<file path="src/rtl/pipe_ctrl_gen.sv">
// pipe_ctrl_gen: per-stage stall generation, flush/redirect FSM, stall watchdog and stall-cycle counter
// Ports:
//   clk           system clock, all state on rising edge
//   rst           asynchronous active-low reset
//   stallreq      per-stage stall requests (bit 0 ignored)
//   flush_req     flush request, sampled on clk
//   flush_eret    1: redirect to epc_in, 0: redirect to HANDLER_ADDR
//   epc_in        return PC, sampled with flush_req
//   stall         per-stage freeze vector
//   flush         one-cycle flush pulse
//   new_pc        redirect target, valid while flush=1
//   flush_busy    high in FLUSH and RECOVER
//   stall_timeout sticky watchdog flag
//   stall_cycles  saturating count of stalled cycles
module pipe_ctrl_gen #(
    parameter int                 STAGES       = 6,
    parameter int                 ADDR_W       = 32,
    parameter logic [ADDR_W-1:0]  HANDLER_ADDR = 32'h00000020,
    parameter int                 FLUSH_GAP    = 2,
    parameter int                 STALL_LIMIT  = 255,
    parameter int                 CNT_W        = 32
) (
    input  logic              clk,
    input  logic              rst,
    input  logic [STAGES-1:0] stallreq,
    input  logic              flush_req,
    input  logic              flush_eret,
    input  logic [ADDR_W-1:0] epc_in,
    output logic [STAGES-1:0] stall,
    output logic              flush,
    output logic [ADDR_W-1:0] new_pc,
    output logic              flush_busy,
    output logic              stall_timeout,
    output logic [CNT_W-1:0]  stall_cycles
);
    localparam int GAP_W = $clog2(FLUSH_GAP + 1);
    localparam int WD_W  = $clog2(STALL_LIMIT + 1);
    localparam logic [GAP_W-1:0] GAP_INIT = GAP_W'(FLUSH_GAP - 1);
    localparam logic [WD_W-1:0]  WD_MAX   = WD_W'(STALL_LIMIT);
    localparam logic [WD_W-1:0]  WD_TRIP  = WD_W'(STALL_LIMIT - 1);
    typedef enum logic [1:0] {IDLE, FLUSH, RECOVER} state_t;
    state_t            state, state_nxt;
    logic [GAP_W-1:0]  gap_cnt, gap_nxt;
    logic [WD_W-1:0]   wd_cnt;
    logic [STAGES-1:0] req, stall_mask;
    logic              any_req, any_stall;
    // Bit 0 (pc) never requests on its own, but is frozen by any later request.
    assign req = stallreq & ~STAGES'(1);
    // Thermometer fill: every stage at or below the latest requester stalls.
    always_comb begin
        any_req    = 1'b0;
        stall_mask = '0;
        for (int k = STAGES - 1; k >= 0; k--) begin
            any_req       = any_req | req[k];
            stall_mask[k] = any_req;
        end
    end
    // Reset gates stall combinationally so the pipeline is never frozen during reset.
    assign stall      = (rst && state != FLUSH) ? stall_mask : '0;
    assign any_stall  = |stall;
    assign flush      = state == FLUSH;
    assign flush_busy = state != IDLE;
    always_comb begin
        state_nxt = state;
        gap_nxt   = gap_cnt;
        unique case (state)
            IDLE:    state_nxt = flush_req ? FLUSH : IDLE;
            FLUSH: begin
                state_nxt = RECOVER;
                gap_nxt   = GAP_INIT;
            end
            RECOVER: begin
                state_nxt = gap_cnt == '0 ? IDLE : RECOVER;
                gap_nxt   = gap_cnt == '0 ? gap_cnt : gap_cnt - 1'b1;
            end
            default: state_nxt = IDLE;
        endcase
    end
    always_ff @(posedge clk or negedge rst) begin
        if (!rst) begin
            state         <= IDLE;
            gap_cnt       <= '0;
            new_pc        <= '0;
            wd_cnt        <= '0;
            stall_timeout <= 1'b0;
            stall_cycles  <= '0;
        end else begin
            state   <= state_nxt;
            gap_cnt <= gap_nxt;
            if (state == IDLE && flush_req)
                new_pc <= flush_eret ? epc_in : HANDLER_ADDR;
            wd_cnt <= !any_stall ? '0 : (wd_cnt == WD_MAX ? wd_cnt : wd_cnt + 1'b1);
            if (any_stall && wd_cnt == WD_TRIP)
                stall_timeout <= 1'b1;
            if (any_stall && stall_cycles != '1)
                stall_cycles <= stall_cycles + 1'b1;
        end
    end
endmodule

</file>
<file path="config.mk">
export PLATFORM = sky130hd
export DESIGN_NAME = pipe_ctrl_gen
export DESIGN_NICKNAME = d
export VERILOG_FILES = /design/src/rtl/pipe_ctrl_gen.sv
export SDC_FILE = /design/constraint.sdc
export NUM_CORES = 1
export LEC_CHECK = 0
export CAP_MARGIN = 40
export CORE_MARGIN = 10
export CORE_UTILIZATION = 46
export DETAILED_ROUTE_END_ITERATION = 7
export PLACE_DENSITY = 0.91
export SLEW_MARGIN = 20
export SYNTH_ARGS = -nofsm -noshare
export SYNTH_HDL_FRONTEND = slang
export SYNTH_SLANG_ARGS = --single-unit
</file>
<file path="constraint.sdc">
create_clock -name clk -period 2.5 [get_ports clk]
set_input_delay 0.5 -clock clk [delete_from_list [all_inputs] [get_ports clk]]
set_output_delay 0.5 -clock clk [all_outputs]
set_load 0.02 [all_outputs]
</file>
==> results of run 1 <==
-- power groups by stage --
stage	clock (mW)	sequential, mW	combinational [mW]
final	0.867	1.80	1.77
after global routing	0.937	1.85	1.94
after CTS	0.887	1.80	1.80
after detailed placement	0	1.82	1.80
after global placement	0	1.79	1.74
after floorplan	0	2.13	0.554
-- cells in the mapped netlist --
cell type and number:
sky130_fd_sc_hd__nor3_1 8, sky130_fd_sc_hd__o21a_1 1, sky130_fd_sc_hd__nand3b_1 1, sky130_fd_sc_hd__o211ai_4 1, sky130_fd_sc_hd__nor2b_1 1, sky130_fd_sc_hd__nor4_1 4, sky130_fd_sc_hd__o32ai_1 1, sky130_fd_sc_hd__dfrtp_1 77
sky130_fd_sc_hd__a21oi_1 3, sky130_fd_sc_hd__nand2_1 79, sky130_fd_sc_hd__nand4b_1 1, sky130_fd_sc_hd__nor2_1 20, sky130_fd_sc_hd__inv_2 1, sky130_fd_sc_hd__mux2_2 2, sky130_fd_sc_hd__nor4_2 1, sky130_fd_sc_hd__nor4b_1 1
sky130_fd_sc_hd__nand4_1 24, sky130_fd_sc_hd__o21bai_1 1, sky130_fd_sc_hd__buf_4 1, sky130_fd_sc_hd__ha_1 4, sky130_fd_sc_hd__xor2_1 4, sky130_fd_sc_hd__inv_1 9, sky130_fd_sc_hd__or4_4 1, sky130_fd_sc_hd__buf_2 2
sky130_fd_sc_hd__and4_1 1, sky130_fd_sc_hd__nor3b_1 1, sky130_fd_sc_hd__buf_6 2, sky130_fd_sc_hd__xnor2_1 30, sky130_fd_sc_hd__and2_1 4, sky130_fd_sc_hd__and3_4 1, sky130_fd_sc_hd__nand2b_4 1, sky130_fd_sc_hd__clkbuf_1 11
sky130_fd_sc_hd__o2111ai_1 1, sky130_fd_sc_hd__o21ai_0 33, sky130_fd_sc_hd__nand3_1 17, sky130_fd_sc_hd__and3_1 6, sky130_fd_sc_hd__o32a_1 1, sky130_fd_sc_hd__a31oi_1 1, sky130_fd_sc_hd__a41oi_2 1, sky130_fd_sc_hd__a211oi_1 2
-- cells by family after synthesis --
logic type,after synthesis
multiplexers,2
buffers and inverters,26
AO/OA/AOI/OAI,46
XOR/XNOR,34
flip-flops,77
AND/OR/NAND/NOR,172
adder cells (fa/ha/maj),4
-- state kept, by name, indices dropped and copies added, names as in the netlist --
name,cells
stall_cycles,32
stall_timeout,1
new_pc,32
gap_cnt,2
wd_cnt,8
state,2
-- metal layers --
metal / track usage [%] / part of all wire (%) / up-vias
li1: - / - / 1475
met3: 10.2 / 15 / 8
met5: 0 / 0 / -
met4: 6.39 / 1.3 / 0
met1: 17.0 / 38 / 1484
met2: 25.6 / 45 / 131
-- layout make-up --
type	instances	area (µm²)
Timing Repair Buffer	126	1220
Clock buffer	9	124
Clock inverter	7	57.6
Multi-Input combinational cell	258	1480
Inverter	10	37.5
Fill cell	548	2390
Tap cell	99	124
Sequential cell	77	1930
-- worst max-delay path by stage --
stage	from	end	slack (ns)	depth (start not counted)
after detailed placement	stallreq[4]	stall[1]	-0.30	5
after CTS	stallreq[4]	stall[2]	0.02	4
final	stallreq[4]	stall[1]	0.1	5
after global routing	stallreq[4]	stall[1]	0.04	5
after global placement	stallreq[4]	stall[0]	-0.29	5
after floorplan	stallreq[4]	stall[1]	0.47	4
-- cell usage in the layout, fill, tap and decap left out, types with 2 or more instances in the layout --
cell type and n:
sky130_fd_sc_hd__clkdlybuf4s50_1 109, sky130_fd_sc_hd__inv_6 3, sky130_fd_sc_hd__buf_2 3, sky130_fd_sc_hd__nor3_1 8, sky130_fd_sc_hd__nor2_1 20, sky130_fd_sc_hd__and3_1 6
sky130_fd_sc_hd__buf_4 11, sky130_fd_sc_hd__dfrtp_1 77, sky130_fd_sc_hd__inv_1 9, sky130_fd_sc_hd__o21ai_0 33, sky130_fd_sc_hd__nor4_1 4, sky130_fd_sc_hd__a211oi_1 2
sky130_fd_sc_hd__xnor2_1 30, sky130_fd_sc_hd__mux2_2 2, sky130_fd_sc_hd__ha_1 4, sky130_fd_sc_hd__clkinvlp_4 3, sky130_fd_sc_hd__and2_1 4, sky130_fd_sc_hd__nand3_1 17
sky130_fd_sc_hd__xor2_1 4, sky130_fd_sc_hd__clkbuf_8 9, sky130_fd_sc_hd__nand2_1 79, sky130_fd_sc_hd__a21oi_1 3, sky130_fd_sc_hd__nand4_1 24
-- timing repair --
item                       CTS  global route
gates resized for setup     10             1
hold endpoints to repair     3             0
hold buffers                 1             0
setup endpoints to repair    3             1
-- worst reg2reg max path, delay by kind of cell, from the launching register on --
family | cells | cell delay (ns)
simple gates | 2 | 0.58
xor+xnor | 1 | 0.17
buf+inv | 2 | 0.45
compound gates | 2 | 0.24
flops | 1 | 0.49
-- metrics by stage --
step	area (µm²)	TNS [ns]	cells	hold slack [ns]	utilization, %
final	4980	0	586	0.267	67.5
after global routing	4980	0	586	0.297	67.5
after CTS	4980	0	585	0.271	67.5
after detailed placement	4790	-3.09	568	0.318	65.1
after global placement	4770	-2.48	567	0.319	64.8
after floorplan	3530	0	361	0.204	-
==> impl_results.md, run 1 <==
* Outcome: finished, final reports clean
* Drt drc at 0
* XOR/XNOR share of the synthesized area at 8.44%
* Number of endpoints with negative hold slack in the final report at 0
* Routed vias at 3,098
* Count of antenna diodes in the layout at 0
* Kind of launch point of the worst setup path: input pin
* Ordered list of cells on the worst path: clkdlybuf4s50_1, or4_4, o211ai_4, inv_2, buf_2
* Proportion of power drawn by flip-flops and latches at 40.5%
* Share of post-route cells with drive strength above 1 at 8.42%
* Crit path max-delay cell type: sky130_fd_sc_hd__or4_4
* RSZ-0062 raised after global routing: false
* Skew-Pair Late Insertion Delay at 0.35 ns
* Pwr Total at 4.44 mW
* Synth area leaders: sky130_fd_sc_hd__dfrtp_1 (55%), sky130_fd_sc_hd__nand2_1 (8.4%), sky130_fd_sc_hd__xnor2_1 (7.4%)
* Quantity of I/O buffers inserted on ports at 113
* Net Switching at 1.69 mW
* Worst-case clock buffer depth at 2
* Arithmetic-cell share of the synthesized area counting full adders, half adders and majority gates at 1.42%
* Required time of the critical path at 2.00 ns
* Sw Ratio at 38.0%
* Post-Syn Instances at 361
* Post-CTS repair timing setup buffer count at 0
* All-layer global routing usage at 16.2%
* Number of antenna violations at the first check in global routing at 0
* Router iterations before antenna repair at 4
* Portion of netlist area occupied by mux cells at 0.638%
* Pin count of the biggest net entering global routing at 43
* Share of the yosys chip area belonging to registers at 54.6%
* Final-report max-slew violation count at 0
* Relative contribution of the clock network to total power at 19.5%
* Worst reg-to-reg path cell count at 7
* Total die area at 11,600 µm²
* Worst relative slew slack at 61.1%
* Synthesized net count at 407
* Power per standard cell area at 891 nW/µm²
* Post-layout worst setup margin at 0.0967 ns
* Layout area overhead at 41.0%
* Buffer type at the clock tree root: sky130_fd_sc_hd__clkbuf_8
* Iteration-0 DRC count of the detailed router at 78
* Total of warnings raised by yosys at 0
* Total Nets Final at 528
* Minimum setup slack after placement at -0.303 ns
* Number of top-level design ports at 115
* Number of flip-flops and latches in the synthesized netlist at 77
* CTS tree: yes
* TritonCTS buffer count at 9
* Worst R2R End: stall_cycles[29]$_DFFE_PN0P_
* Compound-Gate Fraction of Synth Area at 7.98%
* Kind of cell adding the most delay to the critical path: buffers and inverters
* Worst IR drop on VDD at 0.834 mV
* Int Power at 2.75 mW
* Worst-margin pin slew at 0.578 ns
* Placement Rows at 31
* Final setup violating endpoints at 0
* Remaining global-route overflow at 0
* Buffers plus inverters on the worst setup path at 3
* Global-route wire length before repair at 15,200 µm
* Crit path capture type: output port
* Register-to-Register Setup Slack at 0.45 ns
* Number of distinct standard cells referenced by the synthesized netlist at 40
* Core box area at 7370 µm²
* DR WL/cell at 15.9 µm
* Avg Inst Size Synth at 9.77 µm²
* HPWL reported at the end of detailed placement at 7120 µm
* Final period utilization at 96.1%
* Global placement routability congestion at 0.825
* Path type of the worst min-delay path: input pin to async pin
* Post-synthesis instance area at 3530 µm²
* FMAX at 0.416 GHz
* Die Height at 108 µm
* Start-to-end type of the worst setup path: input pin to output port
* Number of vias per cell after detailed routing at 5.29
* Level count of the clock H-tree at 3
* Starting utilization of the core area at 47.9%
* Simple-Gate Fraction of Synth Area at 23.5%
* Leak pwr at 2.08 nW
* Worst reg2reg path startpoint: state[0]$_DFF_PN0_
* Worst path arrival time at 1.90 ns
* Dominant combinational cell family by area after synthesis: simple AND/OR/NAND/NOR gates
* Clock-pin transition on the worst setup and hold timing paths at 0.08 ns
* Total of max-cap violations at 0
* Critical Path Max Stage Delay at 0.56 ns
* Die Span X at 108 µm
* Logic gate share of total power at 39.9%
* Final routed wirelength across all metal layers at 9320 µm
* Yosys top cell by area: sky130_fd_sc_hd__dfrtp_1
* Antenna Nets Post-Route at 0
* Maximum fanout along the worst path at 3
* Final Critical Period at 2.40 ns
* Via count of the first global-routing pass at 3,172
* Clock skew after layout at 0.0147 ns
* Num Clock Sinks at 77
* Area share of the largest cell type after synthesis at 54.6%
No activity file was read; power rests on OpenSTA's default activity.
==> inputs of run 2 (changes only) <==
ABC_AREA = 0   (was not set)
==> results of run 2 <==
The final DEF is identical to that of run 1; final timing and power are the same.
==> inputs of run 3 (changes only) <==
SLEW_MARGIN = not set   (was 20)
==> impl_results.md, run 3 (synthesis gave the netlist of run 1 again) <==
* Worst-margin pin slew at 0.672 ns (was 0.578 ns)
* FMAX at 0.416 GHz (about the same)
* Leak pwr at 2.09 nW (was 2.08 nW)
* Final setup violating endpoints at 0 (unchanged)
* RSZ-0062 raised after global routing: false (unchanged)
* Total die area at 11,600 µm² (unchanged)
* Number of endpoints with negative hold slack in the final report at 0 (unchanged)
* Power per standard cell area at 892 nW/µm² (was 891 nW/µm²)
* Final-report max-slew violation count at 0 (unchanged)
* Final period utilization at 96.1% (about the same)
* Die Height at 108 µm (unchanged)
* Outcome: finished, final reports clean (unchanged)
* Count of antenna diodes in the layout at 0 (unchanged)
* Antenna Nets Post-Route at 0 (unchanged)
* Global placement routability congestion at 0.825 (unchanged)
* Pwr Total at 4.45 mW (was 4.44 mW)
* Starting utilization of the core area at 47.9% (unchanged)
* Footprint of the multi-input gates at 1490 µm² (was 1480 µm²)
* Largest registers: new_pc x32, stall_cycles x32, wd_cnt x8 (unchanged)
* Pin count of the biggest net entering global routing at 71 (was 43)
* Skew-Pair Late Insertion Delay at 0.35 ns (about the same)
* TritonCTS buffer count at 9 (unchanged)
* Level count of the clock H-tree at 3 (unchanged)
* Clock skew after layout at 0.0161 ns (was 0.0147 ns)
* Critical Path Max Stage Delay at 0.56 ns (about the same)
* Post-layout worst setup margin at 0.0971 ns (was 0.0967 ns)
* Maximum fanout along the worst path at 3 (unchanged)
* FF+latch area at 1930 µm² (unchanged)
* Fill cell instance count of the final layout at 545 (was 548)
* Quantity of I/O buffers inserted on ports at 113 (unchanged)
* Worst IR drop on VDD at 0.804 mV (was 0.834 mV)
* Post-layout utilization of the core at 67.7% (was 67.5%)
* Buffer type at the clock tree root: sky130_fd_sc_hd__clkbuf_8 (unchanged)
* Worst relative slew slack at 54.8% (was 61.1%)
* Crit path max-delay cell type: sky130_fd_sc_hd__or4_4 (unchanged)
* DR WL/cell at 16.2 µm (was 15.9 µm)
* Design Area, Final at 4990 µm² (was 4980 µm²)
* Iteration-0 DRC count of the detailed router at 73 (was 78)
* Layout area overhead at 41.4% (was 41.0%)
* Worst reg2reg path startpoint: state[0]$_DFF_PN0_ (unchanged)
* HPWL reported at the end of detailed placement at 7110 µm (was 7120 µm)
* Worst path arrival time at 1.90 ns (about the same)
* Placement Rows at 31 (unchanged)
* Minimum setup slack after placement at -0.306 ns (was -0.303 ns)
* Logic gate share of total power at 40.0% (was 39.9%)
* All-layer global routing usage at 16.2% (about the same)
* Most used cells in the layout excluding fill and tap cells: sky130_fd_sc_hd__clkdlybuf4s50_1 (109), sky130_fd_sc_hd__nand2_1 (79), sky130_fd_sc_hd__dfrtp_1 (77), sky130_fd_sc_hd__o21ai_0 (33), sky130_fd_sc_hd__xnor2_1 (30) (unchanged)
* Net Switching at 1.70 mW (was 1.69 mW)
* Num Clock Sinks at 77 (unchanged)
* Clock-pin transition on the worst setup and hold timing paths at 0.08 ns (about the same)
* Crit path capture type: output port (unchanged)
* Smallest hold slack at 0.104 ns (was 0.267 ns)
* Final Critical Period at 2.40 ns (about the same)
* Most frequent standard cell in the layout excluding fill and tap cells: sky130_fd_sc_hd__clkdlybuf4s50_1 (unchanged)
* Worst R2R End: stall_cycles[29]$_DFFE_PN0P_ (unchanged)
* Instance area after placement at 4800 µm² (was 4790 µm²)
* Sw Ratio at 38.1% (was 38.0%)
* Number of antenna violations at the first check in global routing at 0 (unchanged)
* Global-route wire length before repair at 15,300 µm (was 15,200 µm)
* Drt drc at 0 (unchanged)
* Path type of the worst min-delay path: input pin to async pin (unchanged)
* Ordered list of cells on the worst path: clkdlybuf4s50_1, or4_4, o211ai_4, inv_2, buf_2 (unchanged)
* Kind of launch point of the worst setup path: input pin (unchanged)
* Die Span X at 108 µm (unchanged)
* Remaining global-route overflow at 0 (unchanged)
* Total of max-cap violations at 0 (unchanged)
* Register-to-Register Setup Slack at 0.44 ns (was 0.45 ns)
* Proportion of power drawn by flip-flops and latches at 40.4% (was 40.5%)
* Number of vias per cell after detailed routing at 5.39 (was 5.29)
* Number of top-level design ports at 115 (unchanged)
* Total Nets Final at 527 (was 528)
* CTS tree: yes (unchanged)
* Relative contribution of the clock network to total power at 19.5% (about the same)
* Via count of the first global-routing pass at 3,202 (was 3,172)
* Worst-case clock buffer depth at 2 (unchanged)
* Int Power at 2.75 mW (about the same)
* Router iterations before antenna repair at 4 (unchanged)
* Worst reg-to-reg path cell count at 6 (was 7)
* Core box area at 7370 µm² (unchanged)
* Start-to-end type of the worst setup path: input pin to output port (unchanged)
* Routed vias at 3,151 (was 3,098)
* Required time of the critical path at 2.00 ns (about the same)
* Final routed wirelength across all metal layers at 9470 µm (was 9320 µm)
* Share of post-route cells with drive strength above 1 at 8.23% (was 8.42%)
## run 3: layout make-up
type | count | share of cell area, %
Sequential cell | 77 | 38.6
Timing Repair Buffer | 125 | 24.6
Inverter | 10 | 0.752
Multi-Input combinational cell | 258 | 29.9
Clock buffer | 9 | 2.48
Clock inverter | 7 | 1.18
Tap cell | 99 | 2.48
## run 3: power by group through the flow
stage / Sequential, mW / Combinational [mW] / Clock (mW)
after floorplan: 2.13 / 0.554 / 0
after global routing: 1.84 / 1.94 / 0.940
after detailed placement: 1.82 / 1.80 / 0
after CTS: 1.80 / 1.80 / 0.884
after global placement: 1.79 / 1.74 / 0
final: 1.80 / 1.78 / 0.869
## run 3: metal layers
metal / vias up / global-route usage (%) / routed length, µm
met2: 143 / 25.5 / 4270
li1: 1482 / - / -
met3: 15 / 10.2 / 1400
met5: - / 0 / 0
met1: 1511 / 17.3 / 3640
met4: 0 / 5.92 / 157
## run 3: stage by stage
stage,cells,TNS (ns)
2_1_floorplan,361,0
3_3_place_gp,567,-2.48
3_5_place_dp,568,-3.14
4_1_cts,585,0
5_1_grt,585,0
6_report,585,0
## run 3: how the worst max path moves through the flow
| stage | startpoint | end | slack, ns | cells past startpoint |
|---|---|---|---|---|
| floorplan | stallreq[4] | stall[1] | 0.47 | 4 |
| global placement | stallreq[4] | stall[0] | -0.29 | 5 |
| detailed placement | stallreq[4] | stall[1] | -0.31 | 5 |
| CTS | stallreq[4] | stall[2] | 0.02 | 4 |
| global route | stallreq[4] | stall[1] | 0.03 | 5 |
| finish | stallreq[4] | stall[1] | 0.1 | 5 |
## run 3: critical path: cells and delay by family
kind / cells / cell delay, ns
and+or+nand+nor: 1 / 0.56
buffers and inverters: 3 / 0.65
AOI/OAI and AO/OA: 1 / 0.19
## run 3: timing repair
item,in CTS,in global routing
hold buffers,1,0
setup endpoints to repair,3,7
gates resized for setup,10,2
setup buffers,0,0
hold endpoints to repair,3,0
